<file path="src/rtl/latch_id_ex.sv">
// ID/EX pipeline register for the 5-stage MIPS core, with the load-use hazard
// detector that stalls IF/ID and injects a bubble into EX.
module latch_id_ex #(
   parameter int NB_DATA  = 32,
   parameter int NB_REG   = 5,
   parameter int NB_ALUOP = 4
) (
   input  logic                i_clk,
   input  logic                i_reset,
   input  logic                i_enable,
   input  logic                i_flush,
   input  logic [NB_REG-1:0]   i_rs,
   input  logic [NB_REG-1:0]   i_rt,
   input  logic [NB_REG-1:0]   i_rd,
   input  logic [NB_DATA-1:0]  i_inm_ext,
   input  logic [NB_DATA-1:0]  i_dato_a,
   input  logic [NB_DATA-1:0]  i_dato_b,
   input  logic [NB_DATA-1:0]  i_pc_mas4,
   input  logic                i_ctrl_reg_write,
   input  logic                i_ctrl_mem_to_reg,
   input  logic                i_ctrl_mem_read,
   input  logic                i_ctrl_mem_write,
   input  logic                i_ctrl_alu_src,
   input  logic                i_ctrl_reg_dst,
   input  logic [NB_ALUOP-1:0] i_ctrl_alu_op,
   output logic [NB_REG-1:0]   o_rs,
   output logic [NB_REG-1:0]   o_rt,
   output logic [NB_REG-1:0]   o_rd,
   output logic [NB_DATA-1:0]  o_inm_ext,
   output logic [NB_DATA-1:0]  o_dato_a,
   output logic [NB_DATA-1:0]  o_dato_b,
   output logic [NB_DATA-1:0]  o_pc_mas4,
   output logic                o_ctrl_reg_write,
   output logic                o_ctrl_mem_to_reg,
   output logic                o_ctrl_mem_read,
   output logic                o_ctrl_mem_write,
   output logic                o_ctrl_alu_src,
   output logic                o_ctrl_reg_dst,
   output logic [NB_ALUOP-1:0] o_ctrl_alu_op,
   output logic                o_valid,
   output logic                o_stall
);

   logic [NB_REG-1:0]   rs_p1, rt_p1, rd_p1;
   logic [NB_DATA-1:0]  inm_p1, dato_a_p1, dato_b_p1, pc_mas4_p1;
   logic                reg_write_p1, mem_to_reg_p1, mem_read_p1;
   logic                mem_write_p1, alu_src_p1, reg_dst_p1;
   logic [NB_ALUOP-1:0] alu_op_p1;
   logic                vld_p1;
   logic                hazard;

   // A load in EX whose destination feeds the instruction in ID; $0 never hazards.
   assign hazard = i_enable & ~i_reset & vld_p1 & mem_read_p1 &
                   (rt_p1 != '0) & ((rt_p1 == i_rs) | (rt_p1 == i_rt));

   // ID -> EX stage boundary
   always_ff @(posedge i_clk) begin
      if (i_reset) begin
         rs_p1         <= '0;
         rt_p1         <= '0;
         rd_p1         <= '0;
         inm_p1        <= '0;
         dato_a_p1     <= '0;
         dato_b_p1     <= '0;
         pc_mas4_p1    <= '0;
         reg_write_p1  <= 1'b0;
         mem_to_reg_p1 <= 1'b0;
         mem_read_p1   <= 1'b0;
         mem_write_p1  <= 1'b0;
         alu_src_p1    <= 1'b0;
         reg_dst_p1    <= 1'b0;
         alu_op_p1     <= '0;
         vld_p1        <= 1'b0;
      end else if (i_enable) begin
         rs_p1      <= i_rs;
         rt_p1      <= i_rt;
         rd_p1      <= i_rd;
         inm_p1     <= i_inm_ext;
         dato_a_p1  <= i_dato_a;
         dato_b_p1  <= i_dato_b;
         pc_mas4_p1 <= i_pc_mas4;
         if (i_flush || hazard) begin
            reg_write_p1  <= 1'b0;
            mem_to_reg_p1 <= 1'b0;
            mem_read_p1   <= 1'b0;
            mem_write_p1  <= 1'b0;
            alu_src_p1    <= 1'b0;
            reg_dst_p1    <= 1'b0;
            alu_op_p1     <= '0;
            vld_p1        <= 1'b0;
         end else begin
            reg_write_p1  <= i_ctrl_reg_write;
            mem_to_reg_p1 <= i_ctrl_mem_to_reg;
            mem_read_p1   <= i_ctrl_mem_read;
            mem_write_p1  <= i_ctrl_mem_write;
            alu_src_p1    <= i_ctrl_alu_src;
            reg_dst_p1    <= i_ctrl_reg_dst;
            alu_op_p1     <= i_ctrl_alu_op;
            vld_p1        <= 1'b1;
         end
      end
   end

   assign o_rs              = rs_p1;
   assign o_rt              = rt_p1;
   assign o_rd              = rd_p1;
   assign o_inm_ext         = inm_p1;
   assign o_dato_a          = dato_a_p1;
   assign o_dato_b          = dato_b_p1;
   assign o_pc_mas4         = pc_mas4_p1;
   assign o_ctrl_reg_write  = reg_write_p1;
   assign o_ctrl_mem_to_reg = mem_to_reg_p1;
   assign o_ctrl_mem_read   = mem_read_p1;
   assign o_ctrl_mem_write  = mem_write_p1;
   assign o_ctrl_alu_src    = alu_src_p1;
   assign o_ctrl_reg_dst    = reg_dst_p1;
   assign o_ctrl_alu_op     = alu_op_p1;
   assign o_valid           = vld_p1;
   assign o_stall           = hazard;

endmodule

</file>
<file path="config.mk">
export PLATFORM = sky130hd
export DESIGN_NAME = latch_id_ex
export DESIGN_NICKNAME = d
export VERILOG_FILES = /design/src/rtl/latch_id_ex.sv
export SDC_FILE = /design/constraint.sdc
export NUM_CORES = 1
export LEC_CHECK = 0
export BUFFER_PORTS_ARGS = -buffer_cell sky130_fd_sc_hd__buf_4
export CELL_PAD_IN_SITES_DETAIL_PLACEMENT = 1
export CELL_PAD_IN_SITES_GLOBAL_PLACEMENT = 1
export CORE_ASPECT_RATIO = 1.75
export CORE_UTILIZATION = 29
export DETAILED_ROUTE_END_ITERATION = 12
export HOLD_SLACK_MARGIN = 0.15
export PLACE_DENSITY_LB_ADDON = 0.1
export SETUP_SLACK_MARGIN = 0.5
export SLEW_MARGIN = 0
export SYNTH_ARGS = -nofsm -noshare
export SYNTH_HDL_FRONTEND = slang
export SYNTH_SLANG_ARGS = --single-unit
</file>
<file path="constraint.sdc">
create_clock -name i_clk -period 1.5 [get_ports i_clk]
set_clock_uncertainty 0.1 [all_clocks]
set_input_delay 0.225 -clock i_clk [delete_from_list [all_inputs] [get_ports i_clk]]
set_output_delay 0.225 -clock i_clk [all_outputs]
set_load 0.1 [all_outputs]
</file>
# Word-level counts from Yosys, hierarchy flattened

Index checks and enable logic that the tools add are counted.

Eq/ne operators: 2
Mux-type cells: 8
Bitwise operators: 7
Reductions and logical operators: 2

Operators by type and width:

| cell               | count |
|---|---|
| 5-bit == test      | 2 |
| 1-bit 2-to-1 mux   | 7 |
| 1-bit bitwise AND  | 5 |
| 5-bit nonzero test | 1 |
| 4-bit 2-to-1 mux   | 1 |
| 1-bit logical OR   | 1 |
| 1-bit NOT          | 1 |
| 1-bit bitwise OR   | 1 |

Register bits: 154
Output and inout port bits: 155
Logic and storage cells: 34

# Depth between registers and ports, before layout

Word-level depth: 8
Depth in mapped cells: 6
Mapped depth without buffers: 5

# Least setup slack after synthesis

Ideal clock, no wire load.

Path kind: register -> register
Start: register rt_p1[0] (netlist: o_rt[0])
End: register alu_op_p1[0] (netlist: o_ctrl_alu_op[0])
Library setup time: 135 ps
Arrival time: 2204 ps
Data required time: 1265 ps
Path slack: -939 ps
Stages on the path, launching flop included: 7
Cells stage by stage: dfxtp_1 > xor2_1 > nor3_1 > nand3_1 > a221oi_2 > buf_6 > o32ai_1

Longest elaborated chain between the ends: 5

RTL lines:

| item                                                         | line   | source |
|---|---|---|
| start: declaration                                           | 44     | `logic [NB_REG-1:0] rs_p1, rt_p1, rd_p1;` |
| start signal: assignment                                     | 76     | `rt_p1 <= i_rt;` |
| 5-bit == test / 5-bit nonzero test (equally long branches)   | 54     | `(rt_p1 != '0) & ((rt_p1 == i_rs) \| (rt_p1 == i_rt));` |
| 1-bit bitwise OR / 1-bit bitwise AND (equally long branches) | 54, 53 |  |
| 1-bit bitwise AND *                                          | 54     |  |
| net o_stall                                                  | 41     | `output logic o_stall` |
| 1-bit logical OR *                                           | 82     | `if (i_flush \|\| hazard) begin` |
| 4-bit 2-to-1 mux *                                           | 82     |  |
| end signal: assignment                                       | 98     | `alu_op_p1 <= i_ctrl_alu_op;` |
| end: declaration                                             | 48     | `logic [NB_ALUOP-1:0] alu_op_p1;` |

The timed path passes the listed nets; every way through them passes the cells marked *.
A chain may end at the register's enable or synchronous reset.

# Final worst setup path

Start: register rt_p1[3] (netlist: o_rt[3])
End: output o_stall

Longest elaborated chain between the ends: 3

RTL lines:

| item                                                         | line |
|---|---|
| 5-bit == test / 5-bit nonzero test (equally long branches)   | 54 |
| 1-bit bitwise OR / 1-bit bitwise AND (equally long branches) | 54, 53 |
| 1-bit bitwise AND *                                          | 54 |
| end: declaration                                             | 41 |

Every way passes the cells marked *; elsewhere a longest branch is shown, timed or not.

==> run_summary.xml <==
<?xml version="1.0" encoding="UTF-8"?>
<metrics>
  <group name="worst_setup_path">
    <metric name="worstPathMaxFanout" unit="">4</metric>
    <metric name="worst-endpoint-required" unit="ps">1170</metric>
    <metric name="start_kind" unit="">register</metric>
    <metric name="timing_worst_setup_path_type" unit="">reg2out</metric>
    <metric name="cp_arrival" unit="ps">1940</metric>
    <metric name="setup.worst_path.end_class" unit="">output pin</metric>
  </group>
  <group name="floorplan">
    <metric name="start_util" unit="">0.298</metric>
    <metric name="placeableCoreArea" unit="mm^2">0.0187</metric>
    <metric name="fp.dieArea" unit="mm^2">0.0199</metric>
    <metric name="die_w" unit="um">107</metric>
    <metric name="row_count" unit="">66</metric>
    <metric name="die-height" unit="um">186</metric>
    <metric name="ios" unit="">312</metric>
  </group>
  <group name="timing">
    <metric name="max_freq" unit="MHz">441</metric>
    <metric name="worst_slew_margin_rel" unit="">0.640</metric>
    <metric name="hold_violation_count_in_the_final_report" unit="">0</metric>
    <metric name="fraction_of_the_cycle_the_final_worst_path_needs" unit="">1.51</metric>
    <metric name="maxSlewViolCount" unit="">0</metric>
    <metric name="final_critical_path_setup_slack" unit="ps">-768</metric>
    <metric name="worstMarginPinSlew" unit="ps">540</metric>
    <metric name="report.final.setup_viol" unit="">12</metric>
    <metric name="timing.setup.tns" unit="ps">-6100</metric>
    <metric name="final_period_minus_worst_setup_slack" unit="ps">2270</metric>
    <metric name="grt_setup_unrepaired" unit="">yes</metric>
  </group>
  <group name="cells_and_area">
    <metric name="final_util" unit="">0.700</metric>
    <metric name="area_growth_syn_to_layout" unit="%">135</metric>
    <metric name="antenna_cells" unit="">0</metric>
    <metric name="number_of_nets_in_the_layout" unit="">1171</metric>
    <metric name="drive_gt1_frac" unit="">0.564</metric>
    <metric name="n_fill_cell" unit="">1694</metric>
  </group>
  <group name="grt">
    <metric name="grt_first_pass_wirelength" unit="um">40600</metric>
    <metric name="first_global_vias" unit="">6979</metric>
    <metric name="grt.overflow.total" unit="">0</metric>
    <metric name="groute.usage.overall" unit="">0.278</metric>
    <metric name="number_of_antenna_violations_at_the_first_check_in_global_routing" unit="">0</metric>
    <metric name="grt_max_degree" unit="">113</metric>
  </group>
  <group name="synth">
    <metric name="synth.most_common_cell" unit="">sky130_fd_sc_hd__dfxtp_1</metric>
    <metric name="yosys-top-cells-count" unit="">sky130_fd_sc_hd__dfxtp_1, sky130_fd_sc_hd__nor2_1, sky130_fd_sc_hd__mux2i_1</metric>
    <metric name="syn-instance-count" unit="">528</metric>
    <metric name="yosys_warnings" unit="">0</metric>
    <metric name="postSynthRegisterBits" unit="">154</metric>
    <metric name="synth_cell_types" unit="">18</metric>
    <metric name="ys_dominant_reg_cell" unit="">sky130_fd_sc_hd__dfxtp_1</metric>
    <metric name="yosys.area.top_type" unit="">sky130_fd_sc_hd__dfxtp_1</metric>
    <metric name="synth_fp_nets" unit="">685</metric>
    <metric name="synth.avg_cell_area" unit="um^2">10.6</metric>
    <metric name="ys_top_cells_by_area" unit="">sky130_fd_sc_hd__dfxtp_1, sky130_fd_sc_hd__mux2i_1, sky130_fd_sc_hd__nor2_1</metric>
    <metric name="part_of_the_yosys_area_used_for_sequential_elements" unit="">0.551</metric>
    <metric name="ys_async_sr_fraction" unit="">0</metric>
    <metric name="synth_edf_count" unit="">0</metric>
    <metric name="synth_area" unit="mm^2">0.00559</metric>
    <metric name="synth_top_area_frac" unit="">0.551</metric>
  </group>
  <group name="worst_hold_path">
    <metric name="timing.hold.worst.class" unit="">in2reg</metric>
  </group>
  <group name="cts">
    <metric name="insertion_delay" unit="ps">430</metric>
    <metric name="cts_tree" unit="">built</metric>
    <metric name="htreeDepth" unit="">4</metric>
    <metric name="clk_path_buf_depth" unit="">2</metric>
    <metric name="cts_sinks" unit="">154</metric>
    <metric name="path_clk_slew" unit="ps">70</metric>
    <metric name="cts.root.buffer_cell" unit="">sky130_fd_sc_hd__clkbuf_16</metric>
    <metric name="numCtsBuffers" unit="">17</metric>
    <metric name="cts_hold_repair.buffers" unit="">142</metric>
  </group>
  <group name="routing">
    <metric name="met2RoutedLength" unit="um">17000</metric>
    <metric name="antenna_left" unit="">0</metric>
    <metric name="wirelength" unit="um">29600</metric>
    <metric name="wl_met1" unit="um">9370</metric>
    <metric name="dr_wl_met3" unit="um">1810</metric>
    <metric name="vias_per_cell" unit="">4.80</metric>
    <metric name="drc" unit="">0</metric>
    <metric name="routed-via-count" unit="">6074</metric>
    <metric name="top_layer_used" unit="">met4</metric>
    <metric name="average_detailed_routed_wire_length_per_instance" unit="um">23.4</metric>
    <metric name="first_pass_iters" unit="">4</metric>
    <metric name="detail_route.iter0.violations" unit="">210</metric>
  </group>
  <group name="placement">
    <metric name="place_hpwl" unit="um">13700</metric>
    <metric name="io_buffer_count" unit="">311</metric>
    <metric name="finalWeightedCongestion" unit="">0.773</metric>
  </group>
  <group name="pwr">
    <metric name="power_density" unit="mW/mm^2">1010</metric>
    <metric name="max-vdd-ir-drop" unit="uV">628</metric>
    <metric name="static-leakage-power" unit="uW">0.00583</metric>
  </group>
  <group name="status">
    <metric name="status" unit="">finished, violations left</metric>
    <metric name="failed_checks" unit="">setup timing</metric>
  </group>
  <group name="flow_run">
    <metric name="drv_cap" unit="">0</metric>
  </group>
</metrics>
-- layer usage --
layer | vias to the layer above | track usage
li1 | 2738 | -
met1 | 2973 | 0.248
met2 | 283 | 0.546
met3 | 80 | 0.0805
met4 | 0 | 0.148
met5 | - | 0
-- layout make-up --
cell class | count | area [um^2] | area share
timing repair buffer | 504 | 6230 | 0.475
tap | 238 | 298 | 0.0227
clock buffer | 17 | 425 | 0.0324
clock inverter | 15 | 151 | 0.0115
multi-input combinational | 327 | 2430 | 0.186
sequential | 154 | 3550 | 0.270
inverter | 10 | 37.5 | 0.00286
-- final timing paths --
path	slack [ps]	from	depth (start not counted)	to
setup / recovery	-770	o_rt[3]	6	o_stall
hold / removal	2	i_flush	2	o_valid
setup reg to reg	-500	o_rt[3]	9	o_valid
hold reg to reg	420	o_pc_mas4[13]	2	o_pc_mas4[13]
-- power by group --
| group | internal [uW] | switching, uW |
|---|---|---|
| Sequential | 4280 | 292 |
| Combinational | 1770 | 2530 |
| Clock | 2450 | 1880 |
| Total | 8500 | 4700 |
-- timing repair --
action | in CTS | in global routing
pin swaps | 4 | 5
endpoints found under the hold margin | 154 | 13
resized for setup | 476 | 42
cloned | 2 | 1
setup buffers | 9 | 23
setup endpoints to repair | 177 | 216
-- worst max-delay path, stage by stage, from the launching register on --
cell and delay (ps):
sky130_fd_sc_hd__dfxtp_4 370, sky130_fd_sc_hd__xor2_2 150, sky130_fd_sc_hd__nor3_2 180, sky130_fd_sc_hd__nand3_1 140, sky130_fd_sc_hd__a221oi_2 310, sky130_fd_sc_hd__buf_4 180, sky130_fd_sc_hd__buf_12 170
-- placed cells by master, fill, tap and decap left out --
cell type and instances:
sky130_fd_sc_hd__a221oi_2 1, sky130_fd_sc_hd__buf_12 156, sky130_fd_sc_hd__buf_16 4, sky130_fd_sc_hd__buf_4 192
sky130_fd_sc_hd__buf_6 8, sky130_fd_sc_hd__buf_8 1, sky130_fd_sc_hd__bufinv_16 2, sky130_fd_sc_hd__clkbuf_16 18
sky130_fd_sc_hd__clkbuf_8 1, sky130_fd_sc_hd__clkinv_1 2, sky130_fd_sc_hd__clkinv_2 2, sky130_fd_sc_hd__clkinv_4 3
sky130_fd_sc_hd__clkinvlp_4 4, sky130_fd_sc_hd__dfxtp_2 46, sky130_fd_sc_hd__dfxtp_4 108, sky130_fd_sc_hd__dlygate4sd3_1 140
sky130_fd_sc_hd__dlymetal6s4s_1 1, sky130_fd_sc_hd__inv_1 10, sky130_fd_sc_hd__inv_6 2, sky130_fd_sc_hd__mux2i_1 134
sky130_fd_sc_hd__mux2i_2 8, sky130_fd_sc_hd__mux2i_4 1, sky130_fd_sc_hd__nand2b_1 2, sky130_fd_sc_hd__nand3_1 2
sky130_fd_sc_hd__nand4b_1 1, sky130_fd_sc_hd__nor2_1 143, sky130_fd_sc_hd__nor2_2 1, sky130_fd_sc_hd__nor3_1 1
sky130_fd_sc_hd__nor3_2 2, sky130_fd_sc_hd__o32ai_1 2, sky130_fd_sc_hd__o32ai_2 9, sky130_fd_sc_hd__or3b_1 1
sky130_fd_sc_hd__or3b_2 9, sky130_fd_sc_hd__xnor2_1 4, sky130_fd_sc_hd__xor2_1 5, sky130_fd_sc_hd__xor2_2 1
-- kinds of logic after synthesis --
| kind of cell | count (synthesis) | synth area share |
|---|---|---|
| mux | 143 | 0.256 |
| compound gates | 12 | 0.0199 |
| simple gates | 162 | 0.121 |
| flops | 154 | 0.551 |
| buf+inv | 47 | 0.0365 |
| xor+xnor | 10 | 0.0157 |
-- metrics by stage --
step / hold WS [ps] / cell area (um^2) / power [uW] / setup slack, ps / cells
after detailed placement: 365 / 8650 / 7630 / -483 / 1057
after CTS: -34.3 / 12800 / 13000 / -792 / 1242
after floorplan: 271 / 6150 / 6800 / -418 / 528
final: 2.50 / 13100 / 13200 / -768 / 1265
after global placement: 356 / 8650 / 7570 / -441 / 1057
after global routing: -2.16 / 13100 / 13600 / -841 / 1265
Power figures use the tool's default switching activity.
